## src/rtl/acc_stack_pkg.sv

```systemverilog
// Shared constants for the accumulator save/restore stack.
package acc_stack_pkg;

    // Accumulator word width; the stack stores exactly one accumulator value per entry.
    localparam int ACC_DATA_WIDTH = 8;

    // Default number of stack entries (power of two, 2..256).
    localparam int STACK_DEPTH = 8;

    // Control request decoded from {push, pop}.
    typedef enum logic [1:0] {
        OP_NONE = 2'b00,
        OP_POP  = 2'b01,
        OP_PUSH = 2'b10,
        OP_SWAP = 2'b11
    } stack_op_e;

endpackage

```

## src/rtl/acc_stack_mem.sv

```systemverilog
// Stack storage: synchronous single write port, asynchronous single read port.
// Contents are not reset; the owning logic tracks which entries are valid.
module acc_stack_mem
    import acc_stack_pkg::*;
#(
    parameter int DATA_WIDTH = ACC_DATA_WIDTH,
    parameter int DEPTH      = STACK_DEPTH,
    parameter int PTR_WIDTH  = $clog2(DEPTH)
) (
    input  logic                  clock,
    input  logic                  write_en,
    input  logic [PTR_WIDTH-1:0]  write_addr,
    input  logic [DATA_WIDTH-1:0] write_data,
    input  logic [PTR_WIDTH-1:0]  read_addr,
    output logic [DATA_WIDTH-1:0] read_data
);

    logic [DATA_WIDTH-1:0] mem [DEPTH];

    // Write the addressed entry when enabled.
    always_ff @(posedge clock) begin
        if (write_en) begin
            mem[write_addr] <= write_data;
        end
    end

    assign read_data = mem[read_addr];

endmodule

```

## src/rtl/acc_stack.sv

```systemverilog
// LIFO for saving/restoring the accumulator. Holds the entry count, sticky
// error flags and the registered pop port; storage lives in acc_stack_mem.
module acc_stack
    import acc_stack_pkg::*;
#(
    parameter int DATA_WIDTH = ACC_DATA_WIDTH,
    parameter int DEPTH      = STACK_DEPTH,
    parameter int PTR_WIDTH  = $clog2(DEPTH)
) (
    input  logic                  clock,
    input  logic                  reset,
    input  logic                  push,
    input  logic                  pop,
    input  logic [DATA_WIDTH-1:0] push_data,
    input  logic                  clear_errors,
    output logic [DATA_WIDTH-1:0] pop_data,
    output logic                  pop_valid,
    output logic [PTR_WIDTH:0]    count,
    output logic                  empty,
    output logic                  full,
    output logic                  overflow,
    output logic                  underflow
);

    // Count is one bit wider than the index so DEPTH itself is representable.
    localparam logic [PTR_WIDTH:0]   CNT_ONE  = 1;
    localparam logic [PTR_WIDTH:0]   CNT_FULL = DEPTH[PTR_WIDTH:0];
    localparam logic [PTR_WIDTH-1:0] IDX_ONE  = 1;

    stack_op_e             op;
    logic [PTR_WIDTH-1:0]  top_idx;
    logic [DATA_WIDTH-1:0] top_data;
    logic                  mem_we;
    logic [PTR_WIDTH-1:0]  mem_waddr;

    assign empty = (count == '0);
    assign full  = (count == CNT_FULL);

    // Low index bits wrap cleanly: a full stack has low bits 0, so minus one lands on DEPTH-1.
    assign top_idx = count[PTR_WIDTH-1:0] - IDX_ONE;

    // Decode the request and steer the storage write port (new slot on push, top slot on swap).
    always_comb begin
        op        = stack_op_e'({push, pop});
        mem_we    = 1'b0;
        mem_waddr = count[PTR_WIDTH-1:0];
        if (reset) begin
            unique case (op)
                OP_PUSH: mem_we = !full;
                OP_SWAP: begin
                    mem_we    = !empty;
                    mem_waddr = top_idx;
                end
                default: mem_we = 1'b0;
            endcase
        end
    end

    acc_stack_mem #(
        .DATA_WIDTH (DATA_WIDTH),
        .DEPTH      (DEPTH),
        .PTR_WIDTH  (PTR_WIDTH)
    ) u_mem (
        .clock      (clock),
        .write_en   (mem_we),
        .write_addr (mem_waddr),
        .write_data (push_data),
        .read_addr  (top_idx),
        .read_data  (top_data)
    );

    // Count, pop port and sticky flags; a same-cycle error overrides clear_errors.
    always_ff @(posedge clock) begin
        if (!reset) begin
            count     <= '0;
            pop_data  <= '0;
            pop_valid <= 1'b0;
            overflow  <= 1'b0;
            underflow <= 1'b0;
        end else begin
            pop_valid <= 1'b0;
            if (clear_errors) begin
                overflow  <= 1'b0;
                underflow <= 1'b0;
            end
            unique case (op)
                OP_PUSH: begin
                    if (full) overflow <= 1'b1;
                    else      count    <= count + CNT_ONE;
                end
                OP_POP: begin
                    if (empty) begin
                        underflow <= 1'b1;
                    end else begin
                        pop_data  <= top_data;
                        pop_valid <= 1'b1;
                        count     <= count - CNT_ONE;
                    end
                end
                OP_SWAP: begin
                    // Empty swap passes the pushed word straight through.
                    pop_data  <= empty ? push_data : top_data;
                    pop_valid <= 1'b1;
                end
                default: ;
            endcase
        end
    end

endmodule

```

## config.mk

```make
export PLATFORM = sky130hd
export DESIGN_NAME = acc_stack
export DESIGN_NICKNAME = d
export VERILOG_FILES = /design/src/rtl/acc_stack_pkg.sv /design/src/rtl/acc_stack_mem.sv /design/src/rtl/acc_stack.sv
export SDC_FILE = /design/constraint.sdc
export NUM_CORES = 1
export LEC_CHECK = 0
export ABC_AREA = 1
export CORE_MARGIN = 2
export CORE_UTILIZATION = 28
export CTS_CLUSTER_DIAMETER = 200
export DETAILED_ROUTE_END_ITERATION = 8
export PLACE_DENSITY = 0.48
export SLEW_MARGIN = 0
export SYNTH_ARGS = -nofsm -noshare
export SYNTH_HDL_FRONTEND = slang
export SYNTH_SLANG_ARGS = --single-unit
```

## constraint.sdc

```tcl
create_clock -name clock -period 3.2 [get_ports clock]
set_input_delay 0.64 -clock clock [delete_from_list [all_inputs] [get_ports clock]]
set_output_delay 0.64 -clock clock [all_outputs]
set_load 0.01 [all_outputs]
```

## Yosys cells after proc, flatten, opt, wreduce, memory -nomap -nowiden

Memories as Yosys holds them, arrays and structs flattened.
Index checks and enable logic that the tools add are counted.

- Add/sub/neg operators: 3
- Equal/unequal tests: 6
- Multiplexer cells: 20
- Reductions and logical operators: 7

Operators with widths:

| kind | count |
|---|---|
| 8-bit two-way mux | 2 |
| 8-bit one-hot mux with 2 select lines | 1 |
| 1-bit two-way mux | 10 |
| 4-bit two-way mux | 2 |
| 4-bit one-hot mux with 2 select lines | 1 |
| 3-bit two-way mux | 2 |
| 4-bit by 1-bit adder with 4-bit output, second input constant | 1 |
| 2-bit == test, second input constant | 2 |
| 4-bit == test, second input constant | 1 |
| 4-bit zero test | 1 |
| 2-bit inequality test, second input constant | 2 |
| 1-bit one-hot mux with 2 select lines | 2 |
| 2-bit nonzero test | 2 |
| 4-bit by 1-bit subtractor with 4-bit output, second input constant | 1 |
| 3-bit AND reduction | 1 |
| 3-bit by 1-bit subtractor with 3-bit output, second input constant | 1 |
| 2-bit by 1-bit == test with 1-bit output, second input constant | 1 |
| 1-bit zero test | 2 |
| 2-bit AND reduction | 1 |

- Bits in registers: 15
- RAM bits: 64
- Input bits: 13
- Output and inout port bits: 17
- Memories kept: 1

Memory list:

| name | words | bits a word | read ports | clocked after memory_dff | write ports | RTL line | RTL |
|---|---|---|---|---|---|---|---|
| u_mem.mem | 8 | 8 | 1 | 0 | 1 | acc_stack_mem.sv:18 | `logic [DATA_WIDTH-1:0] mem [DEPTH];` |

## Longest topological paths before layout

Gate-level depths: netlist of the first run.

- Depth after elaboration: 6
- Mapped depth: 11
- Mapped depth without buffers: 11

## Hierarchy

Synthesis of the first run repeated with hierarchy kept, for this count alone.

- Cells, all modules: 408
- Area total of the unflattened synthesis: 3719.8 µm²

Modules (own cells, without submodules):

| module | instances | cells each | area each (µm²) | seq. area each (µm²) |
|---|---|---|---|---|
| acc_stack_mem | 1 | 295 | 2890.3 | 1921.8 |
| acc_stack | 1 | 113 | 829.5 | 300.3 |

## Worst setup path after synthesis of the first run

Ideal clock, no wire load.

- Kind: flip-flop to flip-flop
- Start point: reg count[0]
- End point: mem u_mem.mem[4][0] (netlist bit) (enable)
- Data arrival time: 1887 ps
- Data required time: 2830 ps
- Path slack: 943 ps
- Stages on the path, launching flop included: 12
- Cells stage by stage: dfxtp_1 inv_1 clkbuf_1 ha_1 inv_1 nand2_1 nand2_2 nand2_1 o21ai_1 inv_1 nand2_1 nor2_1

- Elaborated cells between the ends (all ways): 11
- Classes of those cells: add/sub (1); eq/ne (1); mux (6); reduce/logical (3)

RTL lines:

| element | RTL line | RTL |
|---|---|---|
| from (decl) | acc_stack.sv:18 | `output logic [PTR_WIDTH:0] count,` |
| from (signal assigned) | acc_stack.sv:89 | `else count <= count + CNT_ONE;` |
| from (signal assigned) | acc_stack.sv:97 | `count <= count - CNT_ONE;` |
| 3-bit by 1-bit subtractor with 3-bit output | acc_stack.sv:40 | `assign top_idx = count[PTR_WIDTH-1:0] - IDX_ONE;` |
| named net top_idx[0] | acc_stack.sv:31 | `logic [PTR_WIDTH-1:0] top_idx;` |
| 3-bit two-way mux | acc_stack.sv:48 | `unique case (op)` |
| 3-bit two-way mux | acc_stack.sv:47 | `if (reset) begin` |
| to (decl) | acc_stack_mem.sv:18 |  |

The timed path passes the listed nets, and every way through them passes these cells.

## Worst setup path in the final report of the first run

- Start point: reg count[1]
- End point: out empty

- Cells in the longest elaborated chain, start to end: 1

RTL lines:

| element | RTL line | RTL |
|---|---|---|
| 4-bit zero test | acc_stack.sv:36 | `assign empty = (count == '0);` |
| to (decl) | acc_stack.sv:19 | `output logic empty,` |

No other way between the ends.

==> metrics.csv, run 1 <==
metric,value,unit
cts-hold-fix-buffers,0,
finClkSkew,0.01173,ns
grt_pass1_wl,13.18,mm
synth_top_area_share,56.78,%
ir_worst_vdd,0.0002183,V
period_share,79.66,%
seq_area,2222,um2
drive_gt1_share,10.82,%
powerDensity,642.1,nW/um2
p_clk_share,37.9,%
pwr-share-comb,18.4,%
routed-via-count,2401,
via_per_inst,4.565,
ys_seq_area_share,65.66,%
clock.fmax,392.3,MHz
drv_slew,0,
min_to,underflow,
postRouteAntennaNets,0,
worstPathBufferInverterCount,3,
coreArea,11910,um2
grt-ovfl-total,0,
syn_nets,350,
multi_input_area,1013,um2
min_period,2.549,ns
synthesis.instances,335,
design.die.area,12980,um2
grt_pass1_vias,2316,
fin_setup_tns,0,ns
holdPathStages,2,
r2r-start,count[1],
worst_skew_pair.late_latency,0.34,ns
fin_nets,389,
antenna_found_initial,0,
slowest_delay,0.54,ns
clock_path_buffers,2,
p_switching,753.7,uW
place_hpwl,5.792,mm
clk_pin_slew,0.07,ns
grtUsageTotal,13.80,%
r2r_setup_slack,1.12,ns
min_path_type,reg2reg,
ys_types,23,
crit_type,reg2out,
place_ws,0.5558,ns
first_pass_iters,5,
cts_tree,built,
synthTopCellsByArea,"edfxtp_1 (57%), nand2_1 (9.9%), dfxtp_1 (8.9%)",
drc_errors,0,
swShare,28.10,%
design_area,4177,um2
grt_max_degree,40,
antenna_cells,0,
drtIter0Drc,179,
synth_warnings,0,
worst_pin_slew,0.5112,ns
die_h,113.9,um
leakagePower,1.593,nW
wl_per_cell,16.10,um
die_w,113.9,um
seqPwrFrac,43.6,%
r2r_end,u_mem.mem[1][6],
setup_ws,0.6508,ns
drv_cap,0,
io_pins,30,
root_buffer,clkbuf_16,
reg2reg_depth,10,
row_count,40,
crit_arrival,1.91,ns
start_util,28.41,%
synth_area,3384,um2
hold_start,underflow,
synth_top_cell_by_area,edfxtp_1,
cts-resized-gates,0,
wl,8.467,mm
cts_htree_levels,3,
p_int,1.928,mW
avgSynthCellArea,10.10,um2
outcome,"finished, final reports clean",
gp_congestion,0.8203,
start_kind,flop,
crit_family,buffers and inverters,
cp_max_fo,9,
clkSinkCount,79,
cts_setup_buffers,0,
area_delta_synth_final,23.40,%
setup_violations,0,
hold_viol_final,0,
path_cells,inv_1 > ha_1 > nand2_4 > inv_4 > clkdlybuf4s50_1,
io_buffers,29,
required,2.56,ns
endpoint_kind,output port,
fillers,1232,
cts_inserted_buffers,9,
place_area,3879,um2
ys_ff_latch,79,
power,2.682,mW
max_slew_margin,65.82,%
rsz0062_at_grt,false,
slowest_stage,clkdlybuf4s50_1,
==> final cells by class <==
| type | count | area share [%] |
|---|---|---|
| Clock buffer | 9 | 5.392 |
| Clock inverter | 7 | 1.738 |
| Inverter | 22 | 2.067 |
| Multi-Input combinational cell | 222 | 24.27 |
| Sequential cell | 79 | 53.21 |
| Tap cell | 147 | 4.404 |
| Timing Repair Buffer | 40 | 8.928 |
==> worst register-to-register path: stages, from the launching register on <==
cell	delay [ns]
dfxtp_1	0.41
inv_1	0.14
ha_1	0.27
inv_1	0.07
nand2_1	0.06
nand2_2	0.19
nand2_1	0.08
o21ai_1	0.15
nand2_1	0.11
nor2_1	0.13
buf_4	0.19
==> sequential cells by signal (all words and copies together), names as in the netlist <==
register,flops
count,4
pop_data,8
u_mem.mem,64
underflow,1
overflow,1
pop_valid,1
==> how the worst max path moves through the flow <==
| stage | from | end | slack, ns | depth (start not counted) |
|---|---|---|---|---|
| 2_1_floorplan | count[0] | u_mem.mem[4][0] | 0.94 | 11 |
| 4_1_cts | count[1] | empty | 0.61 | 5 |
| 3_5_place_dp | reset | u_mem.mem[7][4] | 0.56 | 7 |
| 3_3_place_gp | reset | u_mem.mem[7][4] | 0.61 | 7 |
| 5_1_grt | count[1] | empty | 0.53 | 5 |
| 6_report | count[1] | empty | 0.65 | 5 |
==> routing by layer <==
| layer | vias to the layer above | wire, um | track usage (%) |
|---|---|---|---|
| met5 | - | 0 | 0 |
| met4 | 0 | 148 | 5.528 |
| met3 | 13 | 420 | 3.135 |
| met2 | 62 | 3922 | 21.39 |
| met1 | 1115 | 3975 | 18.77 |
| li1 | 1211 | - | - |
==> logic make-up (layout without fill, tap and decap cells) <==
group	after synthesis	after routing	synth area share, %
AND/OR/NAND/NOR	181	181	22.99
flip-flops	79	79	65.66
AO/OA/AOI/OAI	36	36	5.434
buffers and inverters	34	78	4.399
XOR/XNOR	3	3	0.7765
adder cells (fa/ha/maj)	2	2	0.7393
==> metrics by stage <==
step / utilization [%] / hold WS (ns) / cells
global route: 35.06 / 0.4939 / 526
CTS: 35.06 / 0.4674 / 526
global placement: 32.56 / 0.4598 / 510
detailed placement: 32.56 / 0.4571 / 510
finish: 35.06 / 0.4692 / 526
floorplan: - / 0.4872 / 335
==> cell usage in the layout (no fill, tap or decap), drive strengths merged <==
master,synthesis,routed
nand2,93,93
edfxtp,64,64
nand3,47,47
nor2,40,40
clkdlybuf4s50,0,29
inv,21,22
o21ai,19,19
a21oi,17,17
dfxtp,15,15
buf,10,11
clkbuf,2,9
clkinv,1,5
xor2,3,3
ha,2,2
nand4,1,1
bufinv,0,1
clkinvlp,0,1
==> Yosys cell counts <==
master and number:
clkbuf_1 2, nand4_1 1, buf_6 1, nand2_2 1, inv_2 3, nor2_2 5
dfxtp_1 15, inv_1 17, nand3_1 47, o21ai_1 2, buf_1 1, inv_4 1
edfxtp_1 64, a21oi_1 17, nand2_4 3, buf_2 8, o21ai_0 16, xor2_1 3
ha_1 2, nor2_1 35, clkinv_2 1, nand2_1 89, o21ai_2 1
==> power groups by stage <==
stage	combinational (mW)	clock (mW)	sequential, mW
after global routing	0.549	1.09	1.17
after detailed placement	0.500	0	1.19
after CTS	0.500	1.04	1.17
after global placement	0.500	0	1.19
after floorplan	0.293	0	1.20
final	0.494	1.02	1.17
(Power assumes the default switching activity.)
==> run 2: changes to the inputs <==
- clock period: 3.2 -> 2.41 ns (I/O delays scaled with it)
==> metrics.csv, run 2 (same netlist as run 1, synthesis figures left out) <==
metric,value,unit,change
rsz0062_at_grt,false,,
worst_skew_pair.late_latency,0.33,ns,about the same
cts_inserted_buffers,9,,unchanged
required,1.93,ns,-0.63 ns
setup_violations,0,,unchanged
drc_errors,0,,unchanged
fin_nets,396,,+1.8%
period_share,95.25,%,
cts-resized-gates,0,,unchanged
endpoint_kind,output port,,
min_period,2.296,ns,
power,3.645,mW,+36%
clock.fmax,435.6,MHz,
ir_worst_vdd,0.0004113,V,+88%
r2r_setup_slack,0.40,ns,-0.72 ns
drv_cap,0,,unchanged
dpl.cell_count,517,,+1.4%
place_area,3931,um2,+1.4%
first_pass_iters,4,,-1
cts_htree_levels,3,,unchanged
die_w,113.9,um,unchanged
hold_viol_final,0,,unchanged
io_buffers,29,,unchanged
io_pins,30,,unchanged
start_util,28.41,%,unchanged
final_common_cell,nand2_1,,
grt-ovfl-total,0,,unchanged
clk_pin_slew,0.06,ns,about the same
crit_arrival,1.81,ns,-0.10 ns
reg2reg_depth,10,,unchanged
die_h,113.9,um,unchanged
min_to,underflow,,
min_path_type,reg2reg,,
setup_ws,0.1144,ns,-0.5364 ns
instances_no_fill,533,,+1.3%
grtUsageTotal,14.36,%,+0.56 points
gp_congestion,0.7693,,-6.2%
layout_common_cells,"nand2_1 (89), edfxtp_1 (64), nand3_1 (47)",,
path_cells,inv_2 > ha_2 > nand2_4 > inv_4 > clkdlybuf4s50_1,,
powerDensity,859.5,nW/um2,+34%
r2r_end,u_mem.mem[0][1],,
r2r-start,count[1],,
cts_setup_buffers,0,,unchanged
cp-startpoint,count[1],,
row_count,40,,unchanged
cts_tree,built,,
drive_gt1_share,12.44,%,+1.6 points
grt_pass1_vias,2413,,+4.2%
slowest_stage,clkdlybuf4s50_1,,
hold_start,underflow,,
leakagePower,1.632,nW,+2.5%
wl,8.669,mm,+2.4%
drv_slew,0,,unchanged
clock_path_buffers,2,,unchanged
slowest_delay,0.55,ns,about the same
grt_max_degree,40,,unchanged
fin_setup_tns,0,ns,unchanged
largest_register_ffs,64,,unchanged
top_register,u_mem.mem,,
via_per_inst,4.567,,about the same
crit_type,reg2out,,
largestRegisters,"u_mem.mem x64, pop_data x8, count x4",,
design.die.area,12980,um2,unchanged
outcome,"finished, final reports clean",,
finClkSkew,0.005535,ns,-0.006195 ns
routed-via-count,2434,,+1.4%
postRouteAntennaNets,0,,unchanged
antenna_found_initial,0,,unchanged
grt_pass1_wl,13.52,mm,+2.6%
place_ws,0.1562,ns,-0.3997 ns
worst_pin_slew,0.5230,ns,+0.01181 ns
cts-hold-fix-buffers,0,,unchanged
drtIter0Drc,114,,-36%
cp_max_fo,9,,unchanged
clkSinkCount,79,,unchanged
antenna_cells,0,,unchanged
max_slew_margin,65.03,%,-0.79 points
start_kind,flop,,
area_delta_synth_final,25.29,%,
wl_per_cell,16.26,um,+1.0%
holdPathStages,2,,unchanged
coreArea,11910,um2,unchanged
design_area,4240,um2,+1.5%
root_buffer,clkbuf_16,,
place_hpwl,6.029,mm,+4.1%
[run 2: cell count changes in the layout (fill, tap and decap cells not counted), sizes merged]
cell      delta
clkinvlp     -1
bufinv       +1
buf          +7
clkinv       -2
inv          -1
clkbuf       +3
[run 2: per-layer routing]
metal  track usage (%)  part of all wire, %  vias to the layer above
li1                  -                    -                     1229
met1             19.29                   48                     1136
met5                 0                    0                        -
met2             21.55                   45                       53
met4             7.398                  3.0                        0
met3             3.507                  4.0                       16
[run 2: stage by stage]
step,util [%],hold WS (ns)
after floorplan,-,0.4872
after global placement,33.00,0.4537
after detailed placement,33.00,0.4606
after CTS,35.58,0.4697
after global routing,35.60,0.4900
final,35.60,0.4642
[run 2: worst max-delay path by stage]
stage	endpoint	slack [ns]
floorplan	u_mem.mem[4][0]	0.15
global route	empty	0.04
global placement	u_mem.mem[7][5]	0.14
finish	empty	0.11
detailed placement	u_mem.mem[7][6]	0.16
CTS	empty	0.002
[run 2: layout make-up]
class / instances / area, um2
Inverter: 22 / 86.33
Clock inverter: 4 / 70.07
Clock buffer: 12 / 236.5
Sequential cell: 79 / 2222
Fill cell: 1221 / 7671
Timing Repair Buffer: 47 / 425.4
Multi-Input combinational cell: 222 / 1016
Tap cell: 147 / 183.9
[run 2: power by group]
| part | internal [mW] | total, mW | leakage [nW] | switching, mW |
|---|---|---|---|---|
| combinational | 0.244 | 0.677 | 0.781 | 0.433 |
| sequential | 1.53 | 1.55 | 0.701 | 0.0269 |
| clock | 0.904 | 1.41 | 0.151 | 0.509 |
| total | 2.68 | 3.64 | 1.63 | 0.970 |
[run 2: worst max-delay path, delay by kind of cell, from the launching register on]
kind	cells	cell delay, ns
buf+inv	3	0.78
simple gates	1	0.11
flops	1	0.36
fa+ha+maj	1	0.24
==> run 3: changes to the inputs <==
- clock period: 2.41 -> 2.2 ns (I/O delays scaled with it)
==> metrics.csv, run 3 (same netlist as run 1, synthesis figures left out) <==
metric,value,unit,change
drtIter0Drc,136,,+19%
cts_htree_levels,3,,unchanged
powerDensity,911.5,nW/um2,+6.0%
holdPathStages,2,,unchanged
grt_pass1_wl,13.07,mm,-3.4%
final_common_cell,nand2_1,,
clock_path_buffers,2,,unchanged
design.die.area,12980,um2,unchanged
rsz0062_at_grt,false,,
hold_viol_final,0,,unchanged
ir_worst_vdd,0.0003741,V,-9.1%
crit_family,buffers and inverters,,
crit_arrival,1.66,ns,-0.15 ns
path_cells,buf_4 > clkdlybuf4s50_1,,
drv_cap,0,,unchanged
place_area,4039,um2,+2.7%
cp_max_fo,39,,+30
worst_skew_pair.late_latency,0.33,ns,about the same
r2r-start,count[1],,
fin_nets,409,,+3.3%
grt_pass1_vias,2439,,+1.1%
root_buffer,clkbuf_16,,
start_util,28.41,%,unchanged
r2r_end,u_mem.mem[2][2],,
routed-via-count,2494,,+2.5%
worst_pin_slew,0.4797,ns,-0.04333 ns
drive_gt1_share,16.54,%,+4.1 points
io_buffers,29,,unchanged
design_area,4357,um2,+2.7%
largestRegisters,"u_mem.mem x64, pop_data x8, count x4",,
worstPathBufferInverterCount,2,,-1
io_pins,30,,unchanged
postRouteAntennaNets,0,,unchanged
pwr-share-comb,19.3,%,+0.7 points
cts-hold-fix-buffers,0,,unchanged
wl,8.146,mm,-6.0%
outcome,"finished, final reports clean",,
place_ws,-0.06960,ns,-0.2258 ns
slowest_delay,0.62,ns,+0.07 ns
setup_violations,0,,unchanged
die_h,113.9,um,unchanged
r2r_setup_slack,0.39,ns,about the same
cts_inserted_buffers,9,,unchanged
dpl.cell_count,530,,+2.5%
row_count,40,,unchanged
clk_pin_slew,0.06,ns,about the same
instances_no_fill,546,,+2.4%
die_w,113.9,um,unchanged
cts_tree,built,,
max_slew_margin,67.92,%,+2.9 points
coreArea,11910,um2,unchanged
seqPwrFrac,42.7,%,about the same
setup_ws,0.09847,ns,-0.01594 ns
swShare,28.03,%,+1.4 points
p_clk_share,38.1,%,-0.7 points
fillers,1223,,+0.16%
hold_ws,0.4617,ns,-0.002555 ns
fin_setup_tns,0,ns,unchanged
area_delta_synth_final,28.72,%,
first_pass_iters,4,,unchanged
place_hpwl,5.756,mm,-4.5%
largest_register_ffs,64,,unchanged
cts-resized-gates,1,,+1
drv_slew,0,,unchanged
p_int,2.858,mW,+6.8%
start_kind,flop,,
post-route-util,36.58,%,+0.98 points
clkSinkCount,79,,unchanged
hold_start,underflow,,
crit_type,reg2out,,
grt-ovfl-total,0,,unchanged
min_to,underflow,,
grtUsageTotal,13.47,%,-0.89 points
layout_common_cells,"nand2_1 (89), edfxtp_1 (64), nand3_1 (47)",,
required,1.76,ns,-0.17 ns
via_per_inst,4.568,,about the same
endpoint_kind,output port,,
cts_setup_buffers,0,,unchanged
wl_per_cell,14.92,um,-8.3%
min_path_type,reg2reg,,
power,3.971,mW,+9.0%
antenna_cells,0,,unchanged
grt_max_degree,40,,unchanged
top_register,u_mem.mem,,
drc_errors,0,,unchanged
antenna_found_initial,0,,unchanged
p_switching,1.113,mW,+15%
leakagePower,1.698,nW,+4.1%
reg2reg_depth,8,,-2
clock.fmax,475.8,MHz,
slowest_stage,clkdlybuf4s50_1,,
gp_congestion,0.7764,,+0.92%
finClkSkew,0.005429,ns,-0.0001064 ns
period_share,95.52,%,
min_period,2.102,ns,
## run 3: worst max-delay path by stage
stage               slack, ns         endpoint     start  depth (start not counted)
finish                    0.1         count[0]  count[0]                          2
global route            0.005             full  count[0]                          5
CTS                      0.03            empty  count[1]                          5
detailed placement      -0.07  u_mem.mem[2][1]       pop                          8
global placement         -0.1  u_mem.mem[2][0]      push                          8
floorplan               -0.06  u_mem.mem[4][0]  count[0]                         11
## run 3: layout make-up
cell class	count	area [um2]	share of cell area [%]
clock inverters	7	80.08	1.838
multi-input cells	222	1036	23.78
well taps	147	183.9	4.222
clock buffers	9	225.2	5.169
repair buffers	60	523.0	12.00
inverters	22	86.33	1.982
flip-flops and latches	79	2222	51.01
## run 3: tightest hold or removal path: cells and delay by family, from the launching register on
family	cells	cell delay, ns
simple gates	1	0.06
flops	1	0.31
compound gates	1	0.05
## run 3: power by group through the flow
stage / Clock, mW / Combinational, mW / Sequential, mW
after floorplan: 0 / 0.429 / 1.74
after detailed placement: 0 / 0.766 / 1.73
final: 1.51 / 0.765 / 1.69
after global routing: 1.60 / 0.859 / 1.70
after global placement: 0 / 0.765 / 1.73
after CTS: 1.55 / 0.770 / 1.69
## run 3: per-layer routing
| layer | vias to the layer above | share of wire (%) | GRT usage, % |
|---|---|---|---|
| li1 | 1252 | - | - |
| met1 | 1198 | 49 | 18.25 |
| met2 | 37 | 47 | 21.43 |
| met3 | 7 | 2.4 | 2.763 |
| met4 | 0 | 1.3 | 4.878 |
| met5 | - | 0 | 0 |
